==> config.mk <==
export PLATFORM = sky130hd
export DESIGN_NAME = bcid_reset_sequencer
export DESIGN_NICKNAME = d
export VERILOG_FILES = /design/src/rtl/bcid_reset_sequencer.sv
export SDC_FILE = /design/constraint.sdc
export NUM_CORES = 1
export LEC_CHECK = 0
export ABC_CLOCK_PERIOD_IN_PS = 4050
export BUFFER_PORTS_ARGS = -buffer_cell sky130_fd_sc_hd__buf_2
export CORE_MARGIN = 10
export CORE_UTILIZATION = 50
export DETAILED_ROUTE_END_ITERATION = 6
export HOLD_SLACK_MARGIN = 0.08
export PLACE_DENSITY = 0.74
export SKIP_LAST_GASP = 1
export SYNTH_ARGS = -nofsm -noshare
export SYNTH_HDL_FRONTEND = slang
export SYNTH_SLANG_ARGS = --single-unit
==> constraint.sdc <==
create_clock -name CLK -period 4.05 [get_ports CLK]
set_input_delay 0.405 -clock CLK [delete_from_list [all_inputs] [get_ports CLK]]
set_output_delay 0.405 -clock CLK [all_outputs]
set_load 0.02 [all_outputs]
==> src/rtl/bcid_reset_sequencer.sv <==
// bcid_reset_sequencer: free-running timestamp plus timestamp-aligned BCID-reset
// generator (LEVEL / ONESHOT / PERIODIC / OFF) and per-channel stretched chip reset.
// Optional build macro: BCID_PULSE_COUNT_EN enables the saturating PULSE_CNT counter;
// without it PULSE_CNT is tied to zero.

// Per-channel chip reset stretcher: N_RST stays low for at least RST_HOLD cycles
// after the request drops.
module bcid_nrst_hold #(
  parameter int RST_HOLD = 16
) (
  input  logic CLK,
  input  logic RST,
  input  logic RST_REQ,
  output logic N_RST
);
  localparam int HW = $clog2(RST_HOLD + 1);

  logic [HW-1:0] hold;

  // Reload while requested, count down after release; release on the cycle after hold reaches 1.
  always_ff @(posedge CLK) begin
    if (RST || RST_REQ) begin
      hold  <= HW'(RST_HOLD);
      N_RST <= 1'b0;
    end else begin
      if (hold != '0) hold <= hold - 1'b1;
      N_RST <= (hold <= HW'(1));
    end
  end
endmodule

module bcid_reset_sequencer #(
  parameter int NUM_CH     = 1,
  parameter int TS_WIDTH   = 64,
  parameter int ALIGN_BITS = 6,
  parameter int LEN_WIDTH  = 8,
  parameter int RST_HOLD   = 16
) (
  input  logic                  CLK,
  input  logic                  RST,
  input  logic                  TS_CLEAR,
  output logic [TS_WIDTH-1:0]   TIMESTAMP,
  input  logic [1:0]            MODE,
  input  logic [ALIGN_BITS-1:0] MATCH_VALUE,
  input  logic [ALIGN_BITS-1:0] MATCH_MASK,
  input  logic [LEN_WIDTH-1:0]  PULSE_LEN,
  input  logic [NUM_CH-1:0]     CH_EN,
  input  logic [NUM_CH-1:0]     LEVEL_IN,
  input  logic                  ARM,
  input  logic [NUM_CH-1:0]     RST_REQ,
  output logic [NUM_CH-1:0]     RESET_BCID,
  output logic [NUM_CH-1:0]     N_RST,
  output logic                  BUSY,
  output logic                  DONE,
  output logic [15:0]           PULSE_CNT
);
  typedef enum logic [1:0] {S_IDLE, S_ARMED, S_PULSE} state_t;

  localparam logic [1:0] M_LEVEL    = 2'd0;
  localparam logic [1:0] M_ONESHOT  = 2'd1;
  localparam logic [1:0] M_PERIODIC = 2'd2;
  localparam logic [1:0] M_OFF      = 2'd3;

  state_t               state, state_n;
  logic [1:0]           mode_q;
  logic [NUM_CH-1:0]    rb_n;
  logic [LEN_WIDTH-1:0] cnt, cnt_n, len_m1;
  logic                 done_n, start, match;

  assign match  = (((TIMESTAMP[ALIGN_BITS-1:0] ^ MATCH_VALUE) & MATCH_MASK) == '0);
  // Remaining-cycle count loaded at pulse entry; a zero length behaves as one cycle.
  assign len_m1 = (PULSE_LEN == '0) ? '0 : PULSE_LEN - 1'b1;

  // Next-state and output decode; a MODE change aborts everything silently for one cycle.
  always_comb begin
    state_n = state;
    rb_n    = RESET_BCID;
    cnt_n   = cnt;
    done_n  = 1'b0;
    start   = 1'b0;
    if (MODE != mode_q) begin
      state_n = S_IDLE;
      rb_n    = '0;
    end else begin
      case (MODE)
        M_LEVEL: begin
          state_n = S_IDLE;
          if (match) rb_n = LEVEL_IN & CH_EN;
        end
        M_ONESHOT, M_PERIODIC: begin
          case (state)
            S_IDLE: begin
              if (MODE == M_PERIODIC) begin
                if (match) start = 1'b1;
              end else if (ARM) begin
                state_n = S_ARMED;
              end
            end
            S_ARMED: if (match) start = 1'b1;
            S_PULSE: begin
              if (cnt == '0) begin
                state_n = S_IDLE;
                rb_n    = '0;
                done_n  = 1'b1;
              end else begin
                cnt_n = cnt - 1'b1;
              end
            end
            default: state_n = S_IDLE;
          endcase
        end
        default: begin
          state_n = S_IDLE;
          rb_n    = '0;
        end
      endcase
    end
    if (start) begin
      state_n = S_PULSE;
      rb_n    = CH_EN;
      cnt_n   = len_m1;
    end
  end

  // Timestamp, FSM state and all registered outputs.
  always_ff @(posedge CLK) begin
    if (RST) begin
      TIMESTAMP  <= '0;
      state      <= S_IDLE;
      mode_q     <= M_OFF;
      RESET_BCID <= '0;
      cnt        <= '0;
      BUSY       <= 1'b0;
      DONE       <= 1'b0;
    end else begin
      TIMESTAMP  <= TS_CLEAR ? '0 : TIMESTAMP + 1'b1;
      state      <= state_n;
      mode_q     <= MODE;
      RESET_BCID <= rb_n;
      cnt        <= cnt_n;
      BUSY       <= (state_n != S_IDLE);
      DONE       <= done_n;
    end
  end

  for (genvar i = 0; i < NUM_CH; i++) begin : g_ch
    bcid_nrst_hold #(.RST_HOLD(RST_HOLD)) u_hold (
      .CLK     (CLK),
      .RST     (RST),
      .RST_REQ (RST_REQ[i]),
      .N_RST   (N_RST[i])
    );
  end

`ifdef BCID_PULSE_COUNT_EN
  logic [15:0] pcnt;
  // Saturating count of pulse starts, cleared together with the timestamp.
  always_ff @(posedge CLK) begin
    if (RST || TS_CLEAR)                pcnt <= '0;
    else if (start && pcnt != 16'hFFFF) pcnt <= pcnt + 1'b1;
  end
  assign PULSE_CNT = pcnt;
`else
  assign PULSE_CNT = '0;
`endif
endmodule

# Word-level counts from Yosys, hierarchy flattened
# Cells that the tools add are included.
[totals]
out_inout_bits = 84
in_bits = 29
regBits = 85
wordCells = 69
[classes]
n_bitwise = 5
n_eq_ne = 10
n_mux = 25
addsub = 4
n_lt_le_gt_ge = 1
n_reduce_logical = 15
[op_table]
columns = ["cell", "n"]
rows = [
  ["64-bit by 1-bit adder with 64-bit output (second input constant)", 1],
  ["8-bit 2-to-1 mux", 6],
  ["8-bit logical NOT", 2],
  ["8-bit by 1-bit subtractor with 8-bit output (second input constant)", 2],
  ["2-bit 2-to-1 mux", 6],
  ["4-bit inequality test (second input constant)", 3],
  ["1-bit 2-to-1 mux", 10],
  ["6-bit bitwise AND", 1],
  ["6-bit logical NOT", 1],
  ["2-bit case mux with 3 select lines", 1],
  ["2-bit nonzero test", 3],
  ["6-bit bitwise XOR", 1],
  ["5-bit by 1-bit less-or-equal comparator with 1-bit output (second input constant)", 1],
  ["5-bit nonzero test", 1],
  ["5-bit by 1-bit subtractor with 5-bit output (second input constant)", 1],
  ["2-bit by 1-bit equality test with 1-bit output (second input constant)", 2],
  ["2-bit equality test (second input constant)", 2],
  ["2-bit logical NOT", 2],
  ["2-bit inequality test (second input constant)", 2],
  ["1-bit case mux with 2 select lines", 2],
  ["4-bit AND reduction", 1],
  ["2-bit OR reduction", 2],
  ["4-bit OR reduction", 1],
  ["3-bit AND reduction", 1],
  ["4 further kinds", 5],
]

# Depth between registers and ports, before layout
# Gate-level depths: netlist (run 1).
[depth]
ltp_word = 10
ltp_mapped = 8
depth_no_buf = 7

# By module
# Synthesis (run 1) repeated with hierarchy kept, for this count alone.
[unflattened]
cells_unflattened = 535
hier_area_um2 = 4434.3
[by_module_without_submodules]
columns = ["mod", "seq_area_each_um2", "n_inst", "area_each_um2", "cells_each"]
rows = [
  ["bcid_reset_sequencer", 1581.5, 1, 4141.5, 505],
  ["bcid_nrst_hold", 120.1, 1, 292.8, 30],
]

# Least setup slack after synthesis (run 1)
# OpenSTA, ideal clock, no wires.
[synth_timing]
path_type = "register to register"
from = "register TIMESTAMP[2]"
to = "register TIMESTAMP[60]"
n_path_buf = 2
path_stages_with_launch = 8
synth_period_minus_slack_ns = 2.204
arrival_ns = 2.133
setup_slack_ns = 1.846
required_time_ns = 3.979
setup_time_ns = 0.071
path_cell_list = "dfxtp_1 -> buf_2 -> and4_4 -> nand4_4 -> or3_4 -> buf_6 -> or4_1 -> a21oi_1"
[synth_via]
elab_chain_cells = 1
[synth_lines]
columns = ["item", "line", "source"]
rows = [
  ["from (decl)", "42", "output logic [TS_WIDTH-1:0] TIMESTAMP,"],
  ["from (signal assigned)", "136", "TIMESTAMP <= TS_CLEAR ? '0 : TIMESTAMP + 1'b1;"],
  ["64-bit by 1-bit adder with 64-bit output", "136", ""],
]
# Every way passes these cells.
# A chain may end at the register's enable or synchronous reset.

# Final worst setup path (run 1)
[layout_timing]
from = "register TIMESTAMP[33]"
to = "register TIMESTAMP[56]"
# The elaborated chain is that of the path after synthesis.

==> qor.yml, run 1 <==
timing:
  fmaxAchievable_mhz: 386
  finalSetupViolations: 0
  tightest_slew_ns: 1.01
  hold_violations: 0
  fin_setup_tns_ns: 0
  min_period_ns: 2.59
  finalCritPeriodShare_pct: 63.9
  fin_skew_ns: 0.0125
  drv_slew: 0
  slew_headroom_pct: 32.0
  hold_ws_ns: 0.271
  rsz0062_at_grt: "false"
grt:
  gr-usage-all-layers_pct: 16.7
  grt_max_degree: 49
  grt_pass1_wl_mm: 18.6
  antenna_found_initial: 0
  grt_pass1_vias: 4030
  overflow: 0
routing:
  first_pass_iters: 4
  wl_met2_mm: 5.48
  drt_wl_total_mm: 11.4
  drt_iter0_drc: 252
  wire_per_inst_um: 15.4
  drc: 0
  vias: 4233
  via_per_inst: 5.70
  highest_layer: "met4"
  route.met3.wl_um: 690
  wirelength_met1_mm: 5.10
  antenna_left: 0
worst_setup_path:
  critPathMaxStageDelay_ns: 0.64
  crit_arrival_ns: 2.87
  path_max_fanout: 18
  end_kind: "register"
  critical_path_class: "register to register"
  cp_cell_sequence: "nand4_1 -> nor4_2 -> nand3_1 -> or4_1 -> a21oi_1"
  rrSetupSlack_ns: 1.46
  startpoint_type: "register"
  cp_slowest_cell: "or4_1"
  cp.required_ns: 4.33
  crit_family: "simple AND/OR/NAND/NOR gates"
  cp_num_buf_inv: 0
status:
  status: "complete, no violations"
synth:
  syn_inst: 543
  yosysSeqAreaShare_pct: 37.9
  synthTopCellsByArea: "dfxtp_1 (38%), xor2_1 (6.0%), nor2_1 (5.3%), xnor2_1 (4.3%), a21oi_1 (4.1%)"
  yosysWarnings: 0
  syn_area_per_cell_um2: 8.27
  synth_top_area_share_pct: 37.9
  ys.flop_type: "dfxtp_1"
  yosys.cell_types.count: 50
  netlist_area_mm2: 0.00449
  synth_top_cell_by_area: "dfxtp_1"
  synth_edf_count: 0
  synthArstFlopShare_pct: 0
  ys_ff_latch: 85
cells_and_area:
  final_cell_mix: "buf_2 (96), dfxtp_1 (85), nor2_1 (64)"
  fillCellCount: 814
  diodes: 0
  layout.nets: 670
  area_delta_synth_final_pct: 15.0
  drive_gt1_share_pct: 19.6
  layout_commonest_cell: "buf_2"
  final_core_util_pct: 59.3
clock_network:
  clock_sinks: 85
  cts_buffers: 9
  clk_path_buf_depth: 2
  cts_hold_buf: 0
  cts_tree: "yes"
  htree_levels: 3
  cts_resized: 0
  cts_root_buf: "clkbuf_8"
  path_clk_slew_ns: 0.08
  insertion_delay_ns: 0.34
  cts_setup_buffers: 0
pwr:
  ir_worst_vdd_mv: 0.183
  powerDensity_mw_per_mm2: 306
  p_leak_nw: 1.98
flow_run:
  maxCapViolCount: 0
floorplan:
  core.rowCount: 34
  dieArea_mm2: 0.0132
  core_mm2: 0.00872
  chipHeight_um: 115
  io_pins: 113
  die_w_um: 115
  start_util_pct: 51.5
worst_hold_path:
  hold_class: "primary input to register"
place:
  io_buffers: 96
  gp_routability_congestion: 0.868
  hpwl_mm: 8.65
[final cells by class]
| type | count | area, µm² | share of cell area [%] |
|---|---|---|---|
| clock inverters | 3 | 65.1 | 1.26 |
| inverters | 16 | 60.1 | 1.16 |
| repair buffers | 98 | 495 | 9.59 |
| clock buffers | 9 | 124 | 2.40 |
| multi-input cells | 423 | 2590 | 50.0 |
| well taps | 108 | 135 | 2.62 |
| flip-flops and latches | 85 | 1700 | 32.9 |
[routing by layer]
metal | track usage, % | up-vias
li1 | - | 2116
met4 | 5.20 | 0
met1 | 20.7 | 2012
met5 | 0 | -
met2 | 27.7 | 95
met3 | 4.53 | 10
[cells by family (layout without fill, tap and decap cells)]
group / after synthesis / in the layout / synth area share, %
and+or+nand+nor: 259 / 259 / 31.7
DFF: 85 / 85 / 37.9
AOI/OAI and AO/OA: 84 / 84 / 11.3
xor gates and xnor gates: 53 / 53 / 10.3
buffers and inverters: 50 / 126 / 5.79
adders and majority gates: 8 / 8 / 2.23
muxes: 3 / 3 / 0.696
other: 1 / 16 / 0.0835
[worst paths after layout]
path / cells past startpoint / startpoint / end
worst max-delay path: 5 / TIMESTAMP[33] / TIMESTAMP[56]
worst min register to register: 2 / TIMESTAMP[63] / TIMESTAMP[63]
worst max register to register: 5 / TIMESTAMP[33] / TIMESTAMP[56]
worst min-delay path: 2 / RST_REQ / g_ch[0].u_hold.N_RST
[synth_stat cells, drive strengths merged (2+ instances only)]
cell type	n
buf	24
nand3	30
nor2	64
xor2	31
nor3b	2
or4	21
or2	6
or3	14
or4b	2
ha	8
and4	7
dfxtp	85
clkbuf	10
o31ai	17
inv	16
xnor2	22
nand4b	3
o21ai	15
nand3b	2
and3	10
nor4	14
and2	6
nor4b	3
a21oi	37
nand2	35
nor2b	2
nor3	14
nand4	22
a211oi	5
mux2i	2
a22oi	3
[state kept, by name, summed over array words and instances, names as in the netlist]
register           count
g_ch.u_hold.hold       5
mode_q                 2
DONE                   1
cnt                    8
g_ch.u_hold.N_RST      1
TIMESTAMP             64
BUSY                   1
RESET_BCID             1
state                  2
[per-stage QoR]
step / power, mW / std cells / instance area, µm² / worst slack (ns)
2_1_floorplan: 0.963 / 558 / 4550 / 1.85
3_3_place_gp: 0.983 / 730 / 4980 / 1.61
3_5_place_dp: 0.988 / 730 / 4980 / 1.43
4_1_cts: 1.60 / 742 / 5170 / 1.46
5_1_grt: 1.65 / 742 / 5170 / 1.18
6_report: 1.58 / 742 / 5170 / 1.46
[report_power, final]
group          total (mW)  internal, mW  switching, mW
clock               0.613         0.333          0.280
sequential          0.852         0.844        0.00877
combinational       0.117        0.0421         0.0748
[worst register-to-register path: stages, from the launching register on]
cell and delay, ns:
dfxtp_1 0.43, nand4_1 0.25, nor4_2 0.52, nand3_1 0.53
or4_1 0.65, a21oi_1 0.15
Note: power is estimated with default switching activity, not from simulation.
==> run 2, diff against run 1 <==
--- a/config.mk
+++ b/config.mk
@@ -5,7 +5,7 @@
 export SDC_FILE = /design/constraint.sdc
 export NUM_CORES = 1
 export LEC_CHECK = 0
-export ABC_CLOCK_PERIOD_IN_PS = 4050
+export ABC_CLOCK_PERIOD_IN_PS = 2600
 export BUFFER_PORTS_ARGS = -buffer_cell sky130_fd_sc_hd__buf_2
 export CORE_MARGIN = 10
 export CORE_UTILIZATION = 50
==> constraint.sdc (replaced) <==
create_clock -name CLK -period 2.6 [get_ports CLK]
set_input_delay 0.26 -clock CLK [delete_from_list [all_inputs] [get_ports CLK]]
set_output_delay 0.26 -clock CLK [all_outputs]
set_load 0.02 [all_outputs]
==> qor.yml, run 2 (synthesized netlist as in run 1, its figures left out) <==
worst_setup_path:
  r2r_start: "TIMESTAMP[6]"
  critical_path_class: "register to register"
  startpoint_type: "register"
  cp.required_ns: 2.87
  path_max_fanout: 22
  startpoint: "TIMESTAMP[6]"
  worstRegToRegCells: 5
  rrSetupSlack_ns: 0.40
  crit_arrival_ns: 2.47
  end_kind: "register"
  worstSetupEndpoint: "TIMESTAMP[40]"
  r2r_end: "TIMESTAMP[40]"
cells_and_area:
  layout.nets: 679
  diodes: 0
  layout_commonest_cell: "buf_2"
  regMostFlops: "TIMESTAMP"
  fin_cells: 754
  drive_gt1_share_pct: 20.9
  area_delta_synth_final_pct: 17.7
  final_cell_mix: "buf_2 (96), dfxtp_1 (85), nor2_1 (64)"
  largest_reg_flops: 64
  fillCellCount: 804
  largestRegisters: "TIMESTAMP (64), cnt (8), g_ch.u_hold.hold (5)"
routing:
  wire_per_inst_um: 14.8
  drt_wl_total_mm: 11.2
  drc: 0
  first_pass_iters: 4
  drt_iter0_drc: 207
  via_per_inst: 5.62
  antenna_left: 0
  vias: 4238
timing:
  finalCritPeriodShare_pct: 84.6
  hold_ws_ns: 0.128
  tightest_slew_ns: 0.634
  fin_skew_ns: 0.0108
  slew_headroom_pct: 57.7
  drv_slew: 0
  layout_setup_ws_ns: 0.400
  min_period_ns: 2.20
  rsz0062_at_grt: "false"
  finalSetupViolations: 0
  hold_violations: 0
  fin_setup_tns_ns: 0
  fmaxAchievable_mhz: 455
clock_network:
  htree_levels: 3
  cts_buffers: 9
  insertion_delay_ns: 0.35
  clock_sinks: 85
  clk_path_buf_depth: 2
  cts_tree: "yes"
  path_clk_slew_ns: 0.08
  cts_resized: 0
  cts_hold_buf: 0
  cts_setup_buffers: 0
  cts_root_buf: "clkbuf_8"
floorplan:
  core_mm2: 0.00872
  dieArea_mm2: 0.0132
  start_util_pct: 51.5
  die_w_um: 115
  io_pins: 113
  core.rowCount: 34
  chipHeight_um: 115
grt:
  grt_pass1_wl_mm: 18.5
  antenna_found_initial: 0
  gr-usage-all-layers_pct: 16.5
  grt_max_degree: 34
  grt_pass1_vias: 4011
  overflow: 0
place:
  hpwl_mm: 8.62
  io_buffers: 96
  dp_cells: 739
  pre_cts_slack_ns: 0.361
  gp_routability_congestion: 0.844
flow_run:
  maxCapViolCount: 0
pwr:
  ir_worst_vdd_mv: 0.340
  p_leak_nw: 2.05
  powerDensity_mw_per_mm2: 487
worst_hold_path:
  hold_class: "primary input to register"
  min_from: "RST_REQ"
status:
  status: "complete, no violations"
run 2: cell count changes in the layout (fill, tap and decap cells not counted):
cell and delta:
buf_4 +8, buf_12 +1, bufinv_16 +1, clkbuf_1 +1, clkinv_2 +1
run 2: worst min-delay path by stage:
stage | depth (start not counted) | end | slack [ns]
5_1_grt | 2 | g_ch[0].u_hold.N_RST | 0.11
6_report | 2 | g_ch[0].u_hold.N_RST | 0.13
3_5_place_dp | 2 | g_ch[0].u_hold.N_RST | 0.48
4_1_cts | 2 | g_ch[0].u_hold.N_RST | 0.10
3_3_place_gp | 2 | TIMESTAMP[51] | 0.47
2_1_floorplan | 1 | g_ch[0].u_hold.hold[0] | 0.34
run 2: layer usage:
metal | GRT usage, % | part of all wire (%) | up-vias | routed length, µm
met5 | 0 | 0 | - | 0
met4 | 4.95 | 1.5 | 0 | 164
met3 | 4.22 | 6.0 | 13 | 669
met2 | 27.4 | 48 | 82 | 5380
met1 | 20.5 | 44 | 2000 | 4960
li1 | - | - | 2143 | -
run 2: through the flow:
stage | total power [mW] | utilization (%) | cell area (µm²)
2_1_floorplan | 1.50 | - | 4550
3_3_place_gp | 1.53 | 58.0 | 5060
3_5_place_dp | 1.54 | 58.0 | 5060
4_1_cts | 2.60 | 60.6 | 5290
5_1_grt | 2.68 | 60.6 | 5290
6_report | 2.58 | 60.6 | 5290
run 2: power by group:
part / switching [mW] / leakage [nW] / internal (mW)
Clock: 0.437 / 0.116 / 0.630
Combinational: 0.114 / 1.24 / 0.0677
Sequential: 0.0132 / 0.686 / 1.31
run 2: critical path, stage by stage (launching register included):
cell and delay (ns):
dfxtp_1 0.44, and4_1 0.32, nand4_4 0.20, or3_4 0.48
or4_1 0.52, a21oi_1 0.16
run 2: final cells by class:
cell class | count | area (µm²) | area share [%]
well taps | 108 | 135 | 2.56
clock buffers | 10 | 128 | 2.41
repair buffers | 107 | 576 | 10.9
multi-input cells | 423 | 2590 | 48.9
clock inverters | 5 | 100 | 1.89
flip-flops and latches | 85 | 1700 | 32.2
inverters | 16 | 60.1 | 1.14
